===== src/rtl/nv_nvdla_cdp_wdma_intr_ctrl.sv =====
// CDP write-DMA interrupt sequencer: pushes finished-layer group pointers into the
// interrupt FIFO, pops one per write-completion ack and pulses the matching done interrupt.
module nv_nvdla_cdp_wdma_intr_ctrl #(
    parameter int MAX_OUTSTANDING = 4,
    parameter int CNT_W           = 3
) (
    input  logic             nvdla_core_clk,
    input  logic             nvdla_core_rstn,
    input  logic             layer_done_pvld,
    input  logic             layer_done_group,
    output logic             layer_done_prdy,
    input  logic             dma_wr_rsp_complete,
    output logic             intr_fifo_wr_pvld,
    output logic             intr_fifo_wr_pd,
    input  logic             intr_fifo_rd_pvld,
    input  logic             intr_fifo_rd_pd,
    output logic             intr_fifo_rd_prdy,
    output logic [1:0]       cdp2glb_done_intr_pd,
    output logic [CNT_W-1:0] outstanding_cnt,
    output logic             idle,
    input  logic             err_clr,
    output logic             err_unexpected_complete
);

    localparam logic [CNT_W-1:0] MAX_CNT = CNT_W'(MAX_OUTSTANDING);

    logic             wr_pvld_q, wr_pvld_d;
    logic             wr_pd_q,   wr_pd_d;
    logic [1:0]       intr_q,    intr_d;
    logic [CNT_W-1:0] outstanding_q, outstanding_d;
    logic [CNT_W-1:0] pending_q,     pending_d;
    logic             err_q,     err_d;

    logic             accept;
    logic             pop;
    logic             cmpl_ok;
    logic [CNT_W-1:0] pending_post;
    logic [CNT_W-1:0] outstanding_post;

    // Handshake readies depend on registered counters only, never on the valids.
    assign layer_done_prdy   = (outstanding_q < MAX_CNT);
    assign intr_fifo_rd_prdy = (pending_q != '0);

    assign accept = layer_done_pvld && layer_done_prdy;
    assign pop    = intr_fifo_rd_pvld && intr_fifo_rd_prdy;

    // Legality is judged against the post-pop counts so a same-cycle pop cannot
    // make a legitimate completion look spurious.
    assign pending_post     = pending_q     - CNT_W'(pop);
    assign outstanding_post = outstanding_q - CNT_W'(pop);
    assign cmpl_ok          = dma_wr_rsp_complete && (pending_post < outstanding_post);

    always_comb begin
        // NOTE: every always_comb output gets a default first so no path leaves it unassigned (no latch).
        wr_pvld_d     = accept;
        wr_pd_d       = accept ? layer_done_group : 1'b0;
        intr_d        = 2'b00;
        outstanding_d = outstanding_post + CNT_W'(accept);
        pending_d     = pending_post + CNT_W'(cmpl_ok);
        err_d         = err_q;

        if (pop) begin
            intr_d = intr_fifo_rd_pd ? 2'b10 : 2'b01;
        end

        // A new error outranks a clear arriving in the same cycle.
        if (dma_wr_rsp_complete && !cmpl_ok) begin
            err_d = 1'b1;
        end else if (err_clr) begin
            err_d = 1'b0;
        end
    end

    always_ff @(posedge nvdla_core_clk or negedge nvdla_core_rstn) begin
        if (!nvdla_core_rstn) begin
            wr_pvld_q     <= 1'b0;
            wr_pd_q       <= 1'b0;
            intr_q        <= 2'b00;
            outstanding_q <= '0;
            pending_q     <= '0;
            err_q         <= 1'b0;
        end else begin
            // NOTE: state registers use non-blocking assignment so every flop samples pre-edge values.
            wr_pvld_q     <= wr_pvld_d;
            wr_pd_q       <= wr_pd_d;
            intr_q        <= intr_d;
            outstanding_q <= outstanding_d;
            pending_q     <= pending_d;
            err_q         <= err_d;
        end
    end

    assign intr_fifo_wr_pvld       = wr_pvld_q;
    assign intr_fifo_wr_pd         = wr_pd_q;
    assign cdp2glb_done_intr_pd    = intr_q;
    assign outstanding_cnt         = outstanding_q;
    assign err_unexpected_complete = err_q;
    assign idle                    = (outstanding_q == '0) && !wr_pvld_q;

endmodule


===== config.mk =====
export PLATFORM = sky130hd
export DESIGN_NAME = nv_nvdla_cdp_wdma_intr_ctrl
export DESIGN_NICKNAME = d
export VERILOG_FILES = /design/src/rtl/nv_nvdla_cdp_wdma_intr_ctrl.sv
export SDC_FILE = /design/constraint.sdc
export NUM_CORES = 1
export LEC_CHECK = 0
export CORE_MARGIN = 5
export CORE_UTILIZATION = 38
export DETAILED_ROUTE_END_ITERATION = 10
export PLACE_DENSITY = 0.68
export SKIP_CTS_REPAIR_TIMING = 1
export SLEW_MARGIN = 20
export SYNTH_ARGS = -nofsm -noshare
export SYNTH_HDL_FRONTEND = slang
export SYNTH_SLANG_ARGS = --single-unit

===== constraint.sdc =====
create_clock -name nvdla_core_clk -period 2.5 [get_ports nvdla_core_clk]
set_input_delay 0.5 -clock nvdla_core_clk [delete_from_list [all_inputs] [get_ports nvdla_core_clk]]
set_output_delay 0.5 -clock nvdla_core_clk [all_outputs]
set_load 0.02 [all_outputs]

==> summary.txt, run 1 <==
Hold path
  – Endpoint, Worst Hold: err_unexpected_complete
  – Type of the worst min-delay path: reg -> reg
  – WHS Path Cells: 2
  – Hold path start: err_unexpected_complete

GRT
  – Overall Global Routing Usage: 10.8%
  – Vias in the first global route: 435
  – First-pass GRT wire length: 1930 microns
  – Grt total ovfl: 0
  – Largest net degree at the start of global routing: 12
  – Initial antenna violation count: 0

Floorplan
  – Initial Util: 38.7%
  – Top Ports: 19
  – Area of the die: 0.00237 sq mm
  – Core Box Area: 0.00147 sq mm
  – Floorplan row count: 14
  – Die Ht: 48.7 microns
  – Die X: 48.7 microns

Critical path
  – CP dominant cell by count: ha_4
  – Worst EP arrival: 2.82 ns
  – Crit Reg-Reg Endpoint: pending_q[2]
  – Crit start category: flop
  – Crit path max-delay family: adder cells
  – Slowest-stage cell, CP: dfrtp_1
  – Reg2reg start: pending_q[1]
  – Maximum fanout along the worst path: 3
  – Critical path endpoint category: flop
  – Reg2reg setup slack: -0.13 ns
  – Worst EP required: 2.69 ns
  – Worst-path cell chain: or3_4 > and2_4 > ha_4 > ha_4 > xor2_4 > ha_4 > a21o_1 > a31oi_2 > and2_4 > ha_4 > ha_4 > xor2_1
  – CP Class: reg -> reg
  – Worst Reg-to-Reg Cells: 12
  – CP peak stage delay: 0.39 ns
  – Buf/Inv on CP: 0

Timing
  – Clk_skew: 0.00715 ns
  – Slew HR: 66.7%
  – Slew at the pin with the worst max-slew slack: 0.498 ns
  – Crit share post-route: 105%
  – Count of final hold-check violations: 0
  – Minimum clock period: 2.63 ns
  – RSZ-0062 raised after global routing: true
  – Final Setup Violations: 2
  – Max-slew violation count: 0
  – Total negative slack: -0.232 ns
  – Fmax achieved: 380 MHz
  – PnR worst setup slack: -0.133 ns

Layout
  – Nets@finish: 98
  – Fin util: 67.8%
  – Layout Cells excl Fill: 95
  – Area Overhead vs Synth: 75.2%
  – Post-route cell area: 997 sq um
  – Ant diodes: 0
  – Layout cells sized above 1: 34.2%

Power
  – Pwr dens: 1500 mW/mm^2
  – Combinational Power Share: 71.2%
  – Reg power frac: 20.8%
  – NetSw: 562 uW
  – Internal power: 939 uW
  – Lkg Pwr: 0.465 nW
  – Switching Share: 37.4%
  – Maximum vdd drop: 0.804 mV
  – Clk pwr share: 8.0%

Place
  – Detailed-placement wirelength estimate: 880 microns
  – Placement Cell Area: 895 sq um
  – Port Buffers: 18
  – GP Congestion: 0.688
  – Placed Cells: 88

Routing
  – Antenna violation net count after detailed routing: 0
  – Detailed Route Iter0 Violations: 1
  – Vias per inst: 4.48
  – Wirelength per Cell: 11.9 microns
  – DRC: 0
  – DR vias: 426
  – Total wire length: 1130 microns
  – DR pass1 iterations: 2

Clock network
  – Clock buffer count from CTS: 3
  – Clock tree from TritonCTS: built
  – CTS root buf: clkbuf_4
  – Clk slew on worst S/H paths: 0.06 ns
  – Clk sink count: 11
  – CTS max path bufs: 2
  – Clk_lat worst skew: 0.27 ns
  – H-tree depth: 1

Run status
  – Status: finished, violations left
  – Failing checks: setup timing

Synth
  – Area of the mapped netlist: 569 sq um
  – Synthesized area per cell: 11.9 sq um
  – Post-Syn Instances: 48
  – Syn_nets: 66
  – Synth warn: 0
  – Sequential share of the synthesized area: 48.4%
  – #FFs+latches synth: 11
  – Post-synthesis cell type count: 16

Run
  – Max_cap viols: 0
[layout make-up]
type	instances	area (sq um)
clock buffers	4	26.3
multi-input cells	26	387
flip-flops and latches	11	275
well taps	16	20.0
inverters	11	41.3
repair buffers	27	248
fillers	117	474
[worst max path at each step]
stage,start,endpoint,slack (ns),cells after the start
floorplan,pending_q[1],pending_q[2],-0.15,12
global placement,intr_fifo_rd_pvld,pending_q[2],-0.35,12
detailed placement,intr_fifo_rd_pvld,pending_q[2],-0.39,12
CTS,pending_q[1],pending_q[2],-0.25,12
global route,pending_q[1],pending_q[2],-0.27,12
finish,pending_q[1],pending_q[2],-0.13,12
[placed cells by master (no fill, tap or decap)]
cell type,instances
clkbuf_1,1
a31oi_2,1
nor2b_4,1
xor2_4,1
dfrtp_1,11
or3_4,1
xnor2_1,1
xnor2_4,1
buf_4,9
ha_4,7
and2_1,1
and3_2,1
o22ai_1,1
a21o_1,1
clkbuf_4,3
inv_1,11
and2_4,2
clkdlybuf4s50_1,18
nand2b_1,1
nor4_1,1
ha_1,3
xor2_1,1
nor2b_1,1
[routing by layer]
metal	share of wire, %	up-vias	track usage (%)
li1	-	214	-
met1	41	201	12.8
met2	52	11	16.3
met3	6.3	0	4.91
met4	0	0	5.38
met5	0	-	0
[power by group through the flow]
stage          Sequential (mW)  Clock [mW]  Combinational, mW
2_1_floorplan            0.363           0              0.454
3_3_place_gp             0.310           0              0.853
3_5_place_dp             0.311           0              0.876
4_1_cts                  0.307       0.126              0.882
5_1_grt                  0.325       0.137               1.19
6_report                 0.312       0.121               1.07
[kinds of logic (layout without fill, tap and decap cells)]
| logic type | count (synthesis) | count (layout) | synth area share [%] |
|---|---|---|---|
| XOR/XNOR | 4 | 4 | 6.15 |
| AND/OR/NAND/NOR | 9 | 9 | 12.7 |
| flip-flops | 11 | 11 | 48.4 |
| AO/OA/AOI/OAI | 3 | 3 | 3.52 |
| buffers and inverters | 11 | 42 | 7.25 |
| adder cells (fa/ha/maj) | 10 | 10 | 22.0 |
[cell usage after synthesis]
master | n | area share, %
dfrtp_1 | 11 | 48
inv_1 | 11 | 7.3
ha_1 | 10 | 22
and2_1 | 2 | 2.2
xnor2_1 | 2 | 3.1
xor2_1 | 2 | 3.1
a21o_1 | 1 | 1.3
a31oi_1 | 1 | 1.1
and2_4 | 1 | 1.5
and3_2 | 1 | 1.3
nand2b_1 | 1 | 1.1
nor2b_1 | 1 | 1.1
nor2b_4 | 1 | 2.4
nor4_1 | 1 | 1.1
o22ai_1 | 1 | 1.1
or3_4 | 1 | 2.0
[state kept, by name, summed over array words and instances, names as in the netlist]
signal and flops:
cdp2glb_done_intr_pd 2, err_unexpected_complete 1, intr_fifo_wr_pd 1, intr_fifo_wr_pvld 1, outstanding_cnt 3, pending_q 3
[worst min-delay path: stages (launching register included)]
cell     delay [ns]
dfrtp_1        0.38
inv_1          0.05
o22ai_1        0.06
[stage by stage]
| step | hold slack (ns) | setup slack, ns | total power [mW] |
|---|---|---|---|
| after global routing | 0.567 | -0.270 | 1.65 |
| after CTS | 0.534 | -0.245 | 1.31 |
| after global placement | 0.524 | -0.352 | 1.16 |
| final | 0.530 | -0.133 | 1.50 |
| after detailed placement | 0.521 | -0.394 | 1.19 |
| after floorplan | 0.204 | -0.151 | 0.817 |
Note: power is estimated with default switching activity, not from simulation.
==> inputs of run 2 (changes only) <==
Settings changed: ABC_AREA set to 1, CAP_MARGIN set to 20, CORE_UTILIZATION 38 to 39, PLACE_DENSITY 0.68 to 0.69.
==> run 2 against run 1 <==
Net effect:
- the run now ends clean
- global-route usage shrank 0.31 points
- flip-flop and latch count unchanged
- fmax increased by 7.3%
- worst hold slack got worse by 0.052 ns
- count of clock-buffer cells in the layout unchanged
- die area increased by 1.0%
- routed wire length increased by 20%
- sequential power shrank 2%
- synthesized cell count rose by 35%
- total power shrank 3.1%
==> summary.txt, run 2 <==
Floorplan
  – Floorplan row count: 14 (unchanged)
  – Core Box Area: 0.00147 sq mm (unchanged)
  – Die Ht: 49.0 microns (+0.51%)
  – Die X: 49.0 microns (+0.51%)
  – Top Ports: 19 (unchanged)
  – Initial Util: 40.2% (+1.5 points)
  – Area of the die: 0.00240 sq mm (+1.0%)

Clock network
  – Clock tree from TritonCTS: built
  – CTS root buf: clkbuf_4
  – CTS max path bufs: 2 (unchanged)
  – H-tree depth: 1 (unchanged)
  – Clock buffer count from CTS: 3 (unchanged)
  – Clk_lat worst skew: 0.27 ns (about the same)
  – Clk slew on worst S/H paths: 0.08 ns (+0.02 ns)
  – Clk sink count: 11 (unchanged)

Power
  – Lkg Pwr: 0.516 nW (+11%)
  – Internal power: 851 uW (-9.3%)
  – Clk pwr share: 8.8% (+0.8 points)
  – Pwr dens: 1470 mW/mm^2 (-2.0%)
  – Switching Share: 41.4% (+4.0 points)
  – Pwr Total: 1.45 mW (-3.1%)
  – NetSw: 602 uW (+7.2%)
  – Combinational Power Share: 70.1% (-1.1 points)
  – Reg power frac: 21.1% (+0.3 points)
  – Maximum vdd drop: 0.648 mV (-19%)

Timing
  – Minimum clock period: 2.45 ns (-0.180 ns)
  – PnR worst setup slack: 0.0465 ns (+0.180 ns)
  – Clk_skew: 0.00149 ns (-0.00566 ns)
  – Max-slew violation count: 0 (unchanged)
  – Slew HR: 65.4% (-1.3 points)
  – Count of final hold-check violations: 0 (unchanged)
  – Crit share post-route: 98.1% (-7.2 points)
  – RSZ-0062 raised after global routing: true
  – Fmax achieved: 408 MHz (+7.3%)
  – Final Setup Violations: 0 (-2)
  – Slew at the pin with the worst max-slew slack: 0.517 ns (+0.0193 ns)

GRT
  – Vias in the first global route: 451 (+3.7%)
  – Overall Global Routing Usage: 10.5% (-0.31 points)
  – Grt total ovfl: 0 (unchanged)
  – Initial antenna violation count: 0 (unchanged)
  – First-pass GRT wire length: 1930 microns (+0.36%)
  – Largest net degree at the start of global routing: 12 (unchanged)

Synth
  – Most frequent cell after synthesis: inv_1
  – Syn_nets: 83 (+26%)
  – Area of the mapped netlist: 592 sq um (+4.0%)
  – #FFs+latches synth: 11 (unchanged)
  – Post-synthesis cell type count: 10 (-6)
  – Sequential share of the synthesized area: 46.5% (-1.8 points)
  – Most common flop cell mapped by yosys: dfrtp_1
  – EDFF count, synth: 0 (unchanged)
  – Synth area leader: dfrtp_1
  – Async S/R FF share, synth: 100% (unchanged)
  – Ranking of synthesized cells by area: dfrtp_1 47%, ha_1 21%, inv_1 11%
  – Post-Syn Instances: 65 (+35%)
  – Synthesized area per cell: 9.10 sq um (-23%)
  – Yosys top cell area share: 46.5% (-1.8 points)
  – Post-synth top cells: 17 x inv_1, 15 x nand2_1, 11 x dfrtp_1
  – Synth warn: 0 (unchanged)

Layout
  – Area Overhead vs Synth: 66.6%
  – Layout Cells excl Fill: 113 (+19%)
  – Most common cell after layout, fill and taps aside: clkdlybuf4s50_1
  – Layout cells sized above 1: 27.8% (-6.3 points)
  – Nets@finish: 116 (+18%)
  – Fillers: 116 (-0.85%)
  – Most frequent cells in the layout: 17 x clkdlybuf4s50_1, 14 x inv_1, 13 x nand2_1, 11 x dfrtp_1, 10 x buf_4
  – Ant diodes: 0 (unchanged)

Routing
  – Antenna violation net count after detailed routing: 0 (unchanged)
  – DR vias: 522 (+23%)
  – Wirelength per Cell: 12.1 microns (+1.3%)
  – DRC: 0 (unchanged)
  – Vias per inst: 4.62 (+3.0%)
  – Total wire length: 1360 microns (+20%)
  – Detailed Route Iter0 Violations: 7 (+6)
  – DR pass1 iterations: 4 (+2)

Critical path
  – Worst EP arrival: 2.62 ns (-0.20 ns)
  – Critical path endpoint category: flop
  – Crit start category: flop
  – Maximum fanout along the worst path: 2 (-1)
  – CP Class: reg -> reg
  – Worst EP required: 2.67 ns (-0.02 ns)

Place
  – Post-Place Worst Slack: -0.301 ns (+0.0927 ns)
  – Detailed-placement wirelength estimate: 891 microns (+1.3%)
  – Port Buffers: 18 (unchanged)
  – Placed Cells: 105 (+19%)
  – GP Congestion: 0.796 (+16%)

Hold path
  – Type of the worst min-delay path: reg -> reg

Run
  – Max_cap viols: 0 (unchanged)

Run status
  – Status: completed
[run 2: cell type report]
cell class	count	area [sq um]	area share (%)
clock buffer	4	26.3	2.66
sequential	11	275	27.9
timing repair buffer	28	258	26.1
inverter	17	66.3	6.73
tap	16	20.0	2.03
multi-input combinational	37	340	34.5
[run 2: path summary, 6_finish.rpt]
| kind | start | end | slack, ns | cells past startpoint |
|---|---|---|---|---|
| setup / recovery | pending_q[2] | pending_q[2] | 0.05 | 16 |
| max in group asynchronous | nvdla_core_rstn | outstanding_cnt[1] | 1.59 | 1 |
| hold / removal | err_unexpected_complete | err_unexpected_complete | 0.48 | 2 |
| hold reg to reg | err_unexpected_complete | err_unexpected_complete | 0.48 | 2 |
| min in group asynchronous | nvdla_core_rstn | cdp2glb_done_intr_pd[0] | 0.56 | 1 |
| setup reg to reg | pending_q[2] | pending_q[2] | 0.05 | 16 |
[run 2: power groups by stage]
stage	clock (mW)	sequential (mW)	combinational [mW]
2_1_floorplan	0	0.361	0.377
3_3_place_gp	0	0.306	0.741
6_report	0.128	0.307	1.02
5_1_grt	0.135	0.317	1.14
3_5_place_dp	0	0.306	0.762
4_1_cts	0.127	0.302	0.766
[run 2: worst max-delay path, stage by stage (launching register included)]
cell	delay, ns
dfrtp_1	0.39
nor2_1	0.10
nand2_1	0.09
nand2_2	0.10
inv_4	0.05
ha_4	0.15
ha_4	0.16
xnor2_2	0.14
ha_1	0.32
a21oi_1	0.19
nand2_2	0.08
nor2_2	0.10
ha_2	0.19
ha_4	0.13
inv_2	0.03
nand2_1	0.06
nand2_1	0.05
[run 2: cell families after synthesis]
kind of cell,count (synthesis),synth area share [%]
and+or+nand+nor,22,14.8
buffers and inverters,17,10.8
DFF,11,46.5
adders and majority gates,10,21.1
xor gates and xnor gates,4,5.92
AOI/OAI and AO/OA,1,0.845
[run 2: stage by stage]
step	hold slack (ns)	cell area (sq um)	util [%]	TNS, ns
after floorplan	0.204	592	-	0
after CTS	0.483	863	58.7	-0.0346
final	0.478	986	67.0	0
after global routing	0.531	986	67.0	-0.101
after detailed placement	0.464	837	56.9	-0.639
after global placement	0.464	837	56.9	-0.622
[run 2: layer usage]
layer  global-route usage (%)  vias to the layer above  routed length [microns]
met4                     5.38                        0                       68
met2                     16.1                       24                      636
li1                         -                      255                        -
met5                        0                        -                        0
met1                     12.6                      235                      556
met3                     3.98                        8                      103
==> inputs of run 3 (changes only) <==
Settings changed: CORE_UTILIZATION 39 to 25, PLACE_DENSITY 0.69 to 0.47, REMOVE_ABC_BUFFERS set to 1, SETUP_SLACK_MARGIN set to 0.3.
==> run 3 against run 2 <==
Net effect:
- sequential share of layout area down 0.071 points
- global-route usage down 2.8 points
- utilization down 23 points
- cell count up 9.7%
- critical path depth unchanged
- non-clock buffer count down 1
- setup slack better by 0.057 ns
- count of clock-buffer cells in the layout down 1
- register-to-register slack better by 0.06 ns
- routed wire length down 7.0%
==> summary.txt, run 3 (same netlist as run 2, synthesis figures left out) <==
Run status
  – Status: completed

Floorplan
  – Area of the die: 0.00344 sq mm (+44%)
  – Core Box Area: 0.00223 sq mm (+52%)
  – Floorplan row count: 17 (+3)
  – Top Ports: 19 (unchanged)
  – Die X: 58.7 microns (+20%)
  – Initial Util: 26.5% (-14 points)
  – Die Ht: 58.7 microns (+20%)

Routing
  – Wirelength per Cell: 10.2 microns (-15%)
  – Detailed Route Iter0 Violations: 1 (-6)
  – Total wire length: 1270 microns (-7.0%)
  – Antenna violation net count after detailed routing: 0 (unchanged)
  – DR pass1 iterations: 2 (-2)
  – Vias per inst: 4.04 (-13%)
  – DRC: 0 (unchanged)
  – DR vias: 501 (-4.0%)

Place
  – Port Buffers: 18 (unchanged)
  – Placed Cells: 117 (+11%)
  – Detailed-placement wirelength estimate: 964 microns (+8.1%)
  – Post-Place Worst Slack: -0.353 ns (-0.0524 ns)
  – Placement Cell Area: 852 sq um (+1.8%)
  – GP Congestion: 0.740 (-7.0%)

Timing
  – Total negative slack: 0 ns (unchanged)
  – RSZ-0062 raised after global routing: true
  – Max-slew violation count: 0 (unchanged)
  – Minimum clock period: 2.40 ns (-0.0570 ns)
  – PnR worst setup slack: 0.103 ns (+0.0570 ns)
  – Crit share post-route: 95.9% (-2.3 points)
  – Slew HR: 64.7% (-0.67 points)
  – Fmax achieved: 417 MHz (+2.4%)
  – Slew at the pin with the worst max-slew slack: 0.527 ns (+0.0101 ns)
  – Clk_skew: 0.0101 ns (+0.00859 ns)
  – Count of final hold-check violations: 0 (unchanged)
  – Final Setup Violations: 0 (unchanged)

Critical path
  – CP startpoint: pending_q[0]
  – Worst EP arrival: 2.56 ns (-0.06 ns)
  – Worst EP required: 2.66 ns (about the same)
  – Critical path endpoint category: flop
  – CP Class: reg -> reg
  – Crit start category: flop
  – Reg2reg start: pending_q[0]
  – Maximum fanout along the worst path: 2 (unchanged)

GRT
  – Grt total ovfl: 0 (unchanged)
  – Largest net degree at the start of global routing: 12 (unchanged)
  – Vias in the first global route: 462 (+2.4%)
  – Overall Global Routing Usage: 7.73% (-2.8 points)
  – Initial antenna violation count: 0 (unchanged)
  – First-pass GRT wire length: 1950 microns (+1.0%)

Layout
  – Most frequent cells in the layout: 16 x clkdlybuf4s50_1, 15 x inv_1, 13 x nand2_1, 11 x dfrtp_1, 9 x buf_4
  – Layout Cells excl Fill: 124 (+9.7%)
  – Post-route cell area: 988 sq um (+0.25%)
  – Nets@finish: 115 (-0.86%)
  – Most common cell after layout, fill and taps aside: clkdlybuf4s50_1
  – Ant diodes: 0 (unchanged)
  – Area Overhead vs Synth: 67.0%
  – Layout cells sized above 1: 28.1% (+0.29 points)

Hold path
  – Type of the worst min-delay path: reg -> reg
  – Hold path start: err_unexpected_complete

Clock network
  – CTS root buf: clkbuf_4
  – CTS max path bufs: 2 (unchanged)
  – Clk slew on worst S/H paths: 0.08 ns (about the same)
  – H-tree depth: 1 (unchanged)
  – Clk sink count: 11 (unchanged)
  – Clock tree from TritonCTS: built
  – Clock buffer count from CTS: 3 (unchanged)
  – Clk_lat worst skew: 0.27 ns (about the same)

Run
  – Max_cap viols: 0 (unchanged)

Power
  – Maximum vdd drop: 0.641 mV (-1.1%)
  – Pwr dens: 1430 mW/mm^2 (-2.6%)
  – Lkg Pwr: 0.531 nW (+2.9%)
==> run 3: layer usage <==
metal	up-vias	wire length (microns)	track usage (%)
li1	255	-	-
met1	228	550	9.29
met2	16	593	11.3
met3	2	107	3.29
met4	0	17	4.85
met5	-	0	0
==> run 3: final timing paths <==
path,end,slack (ns),cells after the start
max in group asynchronous,cdp2glb_done_intr_pd[0],1.57,1
worst min register to register,err_unexpected_complete,0.50,2
worst max register to register,pending_q[2],0.10,16
worst max-delay path,pending_q[2],0.10,16
worst min-delay path,err_unexpected_complete,0.50,2
min in group asynchronous,intr_fifo_wr_pd,0.57,1
==> run 3: layout make-up <==
cell class / count / area, sq um
fill: 226 / 1240
timing repair buffer: 27 / 253
multi-input combinational: 37 / 334
clock inverter: 1 / 5.00
clock buffer: 3 / 22.5
inverter: 17 / 63.8
tap: 28 / 35.0
sequential: 11 / 275
==> run 3: metrics by stage <==
stage | power [mW] | hold slack [ns] | utilization (%)
finish | 1.42 | 0.502 | 44.3
floorplan | 0.738 | 0.204 | -
global placement | 1.07 | 0.470 | 38.2
global route | 1.57 | 0.522 | 44.3
detailed placement | 1.08 | 0.488 | 38.2
CTS | 1.21 | 0.513 | 39.4
==> run 3: worst max-delay path, stage by stage (launching register included) <==
cell and delay (ns):
dfrtp_1 0.40, nor2_1 0.09, nand2_1 0.08, nand2_2 0.09
inv_2 0.05, ha_2 0.18, ha_4 0.16, xor2_2 0.15
ha_1 0.30, a21oi_2 0.15, nand2_2 0.08, nor2_2 0.11
ha_2 0.20, ha_4 0.13, inv_2 0.03, nand2_1 0.05
nand2_1 0.04
==> run 3: where the power goes <==
part	total (mW)	switching (mW)	internal [mW]
combinational	0.986	0.466	0.520
sequential	0.309	0.0526	0.257
clock	0.123	0.0638	0.0592
